### config.mk
export PLATFORM = sky130hd
export DESIGN_NAME = buffer
export DESIGN_NICKNAME = d
export VERILOG_FILES = /design/src/rtl/buffer.sv
export SDC_FILE = /design/constraint.sdc
export NUM_CORES = 1
export LEC_CHECK = 0
export BUFFER_PORTS_ARGS = -buffer_cell sky130_fd_sc_hd__buf_2
export CAP_MARGIN = 10
export CORE_MARGIN = 1
export CORE_UTILIZATION = 40
export CTS_BUF_LIST = sky130_fd_sc_hd__clkbuf_8
export DETAILED_ROUTE_END_ITERATION = 10
export GPL_ROUTABILITY_DRIVEN = 1
export HOLD_SLACK_MARGIN = 0.15
export MAX_ROUTING_LAYER = met4
export SLEW_MARGIN = 5
export SYNTH_ARGS = -nofsm -noshare
export SYNTH_HDL_FRONTEND = slang
export SYNTH_SLANG_ARGS = --single-unit
### constraint.sdc
create_clock -name clk -period 5 [get_ports clk]
set_input_delay 1.5 -clock clk [delete_from_list [all_inputs] [get_ports clk]]
set_output_delay 1.5 -clock clk [all_outputs]
set_load 0.01 [all_outputs]
### src/rtl/buffer.sv
// buffer: single-clock FIFO staging words between DMA source-read and destination-write phases
module buffer #(
    parameter int DATA_WIDTH = 32,
    parameter int DEPTH      = 16
) (
    input  logic                  clk,
    input  logic                  rst,
    input  logic                  i_rd0_wr1,
    input  logic                  i_valid,
    input  logic [DATA_WIDTH-1:0] i_data,
    output logic [DATA_WIDTH-1:0] o_data,
    output logic                  o_valid
);
    localparam int AW = $clog2(DEPTH) < 1 ? 1 : $clog2(DEPTH);
    localparam int CW = $clog2(DEPTH + 1);
    logic [DATA_WIDTH-1:0] mem [DEPTH];
    logic [AW-1:0] wr_ptr, rd_ptr, wr_nxt, rd_nxt;
    logic [CW-1:0] count;
    logic empty, full, do_wr, do_rd;
    // request decode and explicit-compare pointer wrap so any DEPTH works
    always_comb begin
        empty  = count == '0;
        full   = count == CW'(DEPTH);
        do_wr  = i_valid && i_rd0_wr1 && !full;
        do_rd  = i_valid && !i_rd0_wr1 && !empty;
        wr_nxt = wr_ptr == AW'(DEPTH - 1) ? '0 : wr_ptr + AW'(1);
        rd_nxt = rd_ptr == AW'(DEPTH - 1) ? '0 : rd_ptr + AW'(1);
    end
    // storage array; contents are not cleared on reset
    always_ff @(posedge clk) begin
        if (do_wr && !rst) mem[wr_ptr] <= i_data;
    end
    // pointers, occupancy and registered read port with one-cycle valid pulse
    always_ff @(posedge clk) begin
        if (rst) begin
            wr_ptr  <= '0;
            rd_ptr  <= '0;
            count   <= '0;
            o_valid <= 1'b0;
            o_data  <= '0;
        end else begin
            o_valid <= do_rd;
            if (do_wr) wr_ptr <= wr_nxt;
            if (do_rd) begin
                rd_ptr <= rd_nxt;
                o_data <= mem[rd_ptr];
            end
            count <= do_wr ? count + CW'(1) : do_rd ? count - CW'(1) : count;
        end
    end
endmodule

# == Yosys cells after proc, flatten, opt, wreduce, memory -nomap -nowiden ==
# Memories as Yosys holds them, arrays and structs flattened. A register that Yosys moved wholly into a read port is not among the register bits.
# Index checks and enable logic that the tools add are counted.
# totals
reg_bits,14
ramBits,512
inputBits,36
out_inout_bits,33
word_cells,29
n_memories,1
# classes
addsub,4
eq_ne,3
mux,6
n_reduce_logical,11
# mem_list
memory,depth,width,rd,rd_ports_with_merged_regs,wr,line_no,source
mem,16,32,1,1,1,16,logic [DATA_WIDTH-1:0] mem [DEPTH];
# ops
cell,count
2-to-1 mux 5 bit,2
adder 4 x 1 -> 4 bit (second input constant),2
equality test 4 bit (second input constant),2
2-to-1 mux 4 bit,2
adder 5 x 1 -> 5 bit (second input constant),1
equality test 5 bit (second input constant),1
logical AND 1 bit,5
zero test 5 bit,1
subtractor 5 x 1 -> 5 bit (second input constant),1
zero test 1 bit,4
2-to-1 mux 1 bit,2
nonzero test 2 bit,1

# == Logic depth before layout (Yosys ltp) ==
# depth
ltp_word,6
depth_mapped,9
depth_no_buf,9

# == Worst setup path before layout ==
# OpenSTA, ideal clock, no wires.
# synth_timing
path_type,input to register
startpoint,input i_valid
endpoint,"memory mem[0][0], enable pin"
arrival_time_ps,3523
required_ps,4579
setup_slack_ps,1056
cell_stages,4
n_path_buf,0
cell_sequence,nand2_1 a21o_1 or3_1 nor2_1
# synth_between
elab_chain_len,5
# synth_rtl
element,line_no,source
from (decl),9,"input logic i_valid,"
logical AND 1 bit (2 in series),24,do_wr = i_valid && i_rd0_wr1 && !full;
logical AND 1 bit,31,if (do_wr && !rst) mem[wr_ptr] <= i_data;
2-to-1 mux 1 bit,31,
2-to-1 mux 1 bit (not written as such),31,
to (decl),16,
# No other way between the ends.

# == Worst setup path in the final report ==
# layout_timing
startpoint,input i_rd0_wr1
endpoint,"memory mem[0][3], enable pin"
# layout_between
elab_chain_len,5
# layout_rtl
element,line_no,source
from (decl),8,"input logic i_rd0_wr1,"
logical AND 1 bit (2 in series),24,
logical AND 1 bit,31,
2-to-1 mux 1 bit,31,
2-to-1 mux 1 bit (not written as such),31,
# No other way between the ends.

==> results.tsv <==
stage	metric	value	unit
clock_tree	numCtsBuffers	90	
min_path	hold_depth	2	
worst_setup_path	reg2reg_depth	6	
placement	gp_congestion	0.796	
grt	grt_pass1_wl	74.4	mm
sta	post-route-period-util	0.622	
pwr	p_per_area	412	nW/um2
placement	placed_area	22700	um2
sta	setup_viol	0	
worst_setup_path	crit_type	in2reg	
layout	n_antenna_cell	0	
worst_setup_path	r2r_slack	1.95	ns
flow_run	max_cap_violations	0	
drt	route.detailed.drc	4	
sta	rsz0062_at_grt	false	
sta	skew	0.0173	ns
worst_setup_path	r2r_start	rd_ptr[0]	
clock_tree	postCtsHoldBufs	0	
layout	multi_input_area	4890	um2
layout	area_growth	13.6	%
drt	detail_route.iter0.violations	855	
floorplanning	dieWidth	234	um
min_path	hp-class	reg2reg	
pwr	p_leak	7.75	nW
min_path	hold_end	o_data[4]	
outcome	status	finished, violations left	
clock_tree	cts.reportedPaths.clkPinSlew	0.06	ns
clock_tree	cts_sinks	558	
sta	timing_hold_violations_final	0	
layout	design_area	24400	um2
floorplanning	core_area	52900	um2
layout	utilization	0.462	
yosys	synth_cells	1180	
floorplanning	ios	69	
sta	final.setup.tns	0	ns
clock_tree	cts_root_buf	clkbuf_8	
yosys	syn-cell-area	21500	um2
placement	hpwlAfterDp	30.3	mm
drt	num_vias	11078	
placement	port_buffers	68	
clock_tree	clockBufferDepth	3	
clock_tree	cts_tree	built	
clock_tree	cts_resized	0	
layout	ff_latch_area	16300	um2
clock_tree	post_cts_buffers	0	
grt	antenna_found_initial	0	
worst_setup_path	cp_slowest_cell	nor2_4	
floorplanning	fp.dieArea	54600	um2
layout	fin_nets	1348	
worst_setup_path	r2r_end	o_data[29]	
sta	slew_viol_final	0	
grt	grt_max_degree	66	
yosys	ys_ff_latch	558	
sta	fin_ws	1.89	ns
worst_setup_path	cp_max_fo	17	
floorplanning	die_height	234	um
grt	grt-ovfl-total	0	
layout	drive_gt1_frac	0.247	
grt	grt_pass1_vias	11444	
worst_setup_path	crit_required	5.32	ns
drt	detail-route-antenna-nets	0	
min_path	min_from	o_data[4]	
sta	clock.fmax	322	MHz
grt	grt_use_total	0.195	
clock_tree	h-tree-depth	3	
worst_setup_path	cp_top_family	simple AND/OR/NAND/NOR gates	
drt	wl	50.5	mm
floorplanning	initial_core_util	0.406	
worst_setup_path	cp_num_buf_inv	2	
pwr	peakVddDrop	0.000206	V
drt	wire_per_inst	24.5	um
sta	post-route-min-period	3.11	ns
floorplanning	num_rows	84	
sta	tightestPinTransition	0.968	ns
placement	dpl_worst_slack	1.22	ns
worst_setup_path	critPathMaxStageDelay	0.53	ns
yosys	synth_cell_types	42	
worst_setup_path	worst_setup_path_end_kind	register	
worst_setup_path	worstPathCellList	buf_2 > nand2_1 > a21o_1 > or3_1 > nor2_4 > buf_4	
drt	viasPerCell	5.37	
yosys	syn-num-nets	1226	
layout	fill_cells	4515	
sta	max_slew_margin	0.354	
clock_tree	insertion_delay	0.65	ns
yosys	ys_warn_count	0	
yosys	yosysSeqAreaShare	0.758	
worst_setup_path	worstPathArrival	3.43	ns
outcome	violations	DRC	
worst_setup_path	worstSetupStartpointType	input pin	
drt	firstDrtPassIters	10	
yosys	avgSynthCellArea	18.2	um2
[kinds of logic (layout without fill, tap and decap cells)]
| kind of cell | Yosys count | in the layout | share of synthesized area |
|---|---|---|---|
| adder cells (fa/ha/maj) | 10 | 10 | 0.00617 |
| AND/OR/NAND/NOR | 249 | 249 | 0.0604 |
| flip-flops | 558 | 558 | 0.758 |
| multiplexers | 164 | 164 | 0.116 |
| XOR/XNOR | 6 | 6 | 0.00245 |
| buffers and inverters | 78 | 272 | 0.0204 |
| AO/OA/AOI/OAI | 115 | 115 | 0.0358 |
[final cells by class]
class,instances,area share
repair buffers,100,0.0248
flip-flops and latches,558,0.668
multi-input cells,544,0.200
inverters,8,0.00123
clock buffers,102,0.0575
clock inverters,62,0.0127
well taps,688,0.0353
[worst register-to-register path: cells and delay by family, from the launching register on]
| kind | cells | cell delay (ns) |
|---|---|---|
| compound gates | 1 | 0.18 |
| buf+inv | 2 | 1.22 |
| flops | 1 | 0.75 |
| mux | 1 | 0.29 |
| simple gates | 2 | 0.49 |
[power by group]
group | internal (W) | total, W | switching (W)
logic | 0.000442 | 0.00106 | 0.000622
clock network | 0.00196 | 0.00368 | 0.00172
registers | 0.00520 | 0.00532 | 0.000114
[stage by stage]
stage | power (W) | hold slack, ns | instances
floorplan | 0.00612 | 0.481 | 1180
global placement | 0.00648 | 0.474 | 1898
detailed placement | 0.00650 | 0.476 | 1898
CTS | 0.0102 | 0.490 | 2062
global route | 0.0105 | 0.505 | 2062
finish | 0.0101 | 0.486 | 2062
[state kept, by name (all words and copies together), names as in the netlist]
| signal | flops |
|---|---|
| rd_ptr | 4 |
| o_data | 32 |
| o_valid | 1 |
| count | 5 |
| mem | 512 |
| wr_ptr | 4 |
[layer usage]
| layer | vias to the layer above | wire, um | global-route usage | part of all wire |
|---|---|---|---|---|
| li1 | 4985 | - | - | - |
| met1 | 5712 | 20800 | 0.234 | 0.41 |
| met2 | 285 | 26000 | 0.329 | 0.52 |
| met3 | 96 | 2060 | 0.0334 | 0.041 |
| met4 | 0 | 1530 | 0.0749 | 0.030 |
| met5 | - | 0 | - | 0 |
[cell usage after synthesis (all sizes together)]
library cell / number / share of area
or3: 1 / 0.00029
nand2b: 6 / 0.0017
nor2: 59 / 0.010
nor4: 32 / 0.0096
mux2: 34 / 0.018
buf: 53 / 0.016
a311oi: 1 / 0.00041
mux2i: 66 / 0.031
or4: 1 / 0.00035
fa: 1 / 0.00093
a21oi: 10 / 0.0023
o21ai: 1 / 0.00023
a41oi: 1 / 0.00041
xor2: 3 / 0.0012
o32ai: 1 / 0.00041
o22ai: 63 / 0.018
nor3: 65 / 0.015
dfxtp: 46 / 0.043
ha: 9 / 0.0052
a211oi: 34 / 0.012
nand4: 1 / 0.00029
o311ai: 1 / 0.00041
edfxtp: 512 / 0.72
nor2b: 64 / 0.019
mux4: 64 / 0.068
nand2: 13 / 0.0023
xnor2: 3 / 0.0012
a211o: 1 / 0.00041
a21o: 2 / 0.00070
clkbuf: 17 / 0.0030
nand3: 5 / 0.0012
inv: 8 / 0.0014
or2: 1 / 0.00029
nand3b: 1 / 0.00035
[how the worst max path moves through the flow]
stage	from	end	slack (ns)	cells after the start
3_5_place_dp	i_rd0_wr1	mem[0][0]	1.22	6
6_report	i_rd0_wr1	mem[0][3]	1.89	6
4_1_cts	rd_ptr[1]	o_data[19]	1.91	6
3_3_place_gp	i_rd0_wr1	mem[0][1]	1.23	6
5_1_grt	rd_ptr[0]	o_data[29]	1.81	6
2_1_floorplan	i_valid	mem[0][0]	1.06	4
[cells in the final DEF (no fill, tap or decap), types with 8 or more instances in the layout]
cell        n
clkbuf_8  102
nor2_4     16
nor2b_1    64
mux2i_1    66
mux4_2     60
nor2_1     43
nor4_1     31
dfxtp_1    42
mux2_2     34
a211oi_1   33
clkinv_1   10
a21oi_1    10
buf_4      30
clkinv_2    8
inv_1      45
nand2_1    12
nor3_1     65
buf_2      68
edfxtp_1  512
ha_1        9
o22ai_1    63
(Power assumes the default switching activity.)
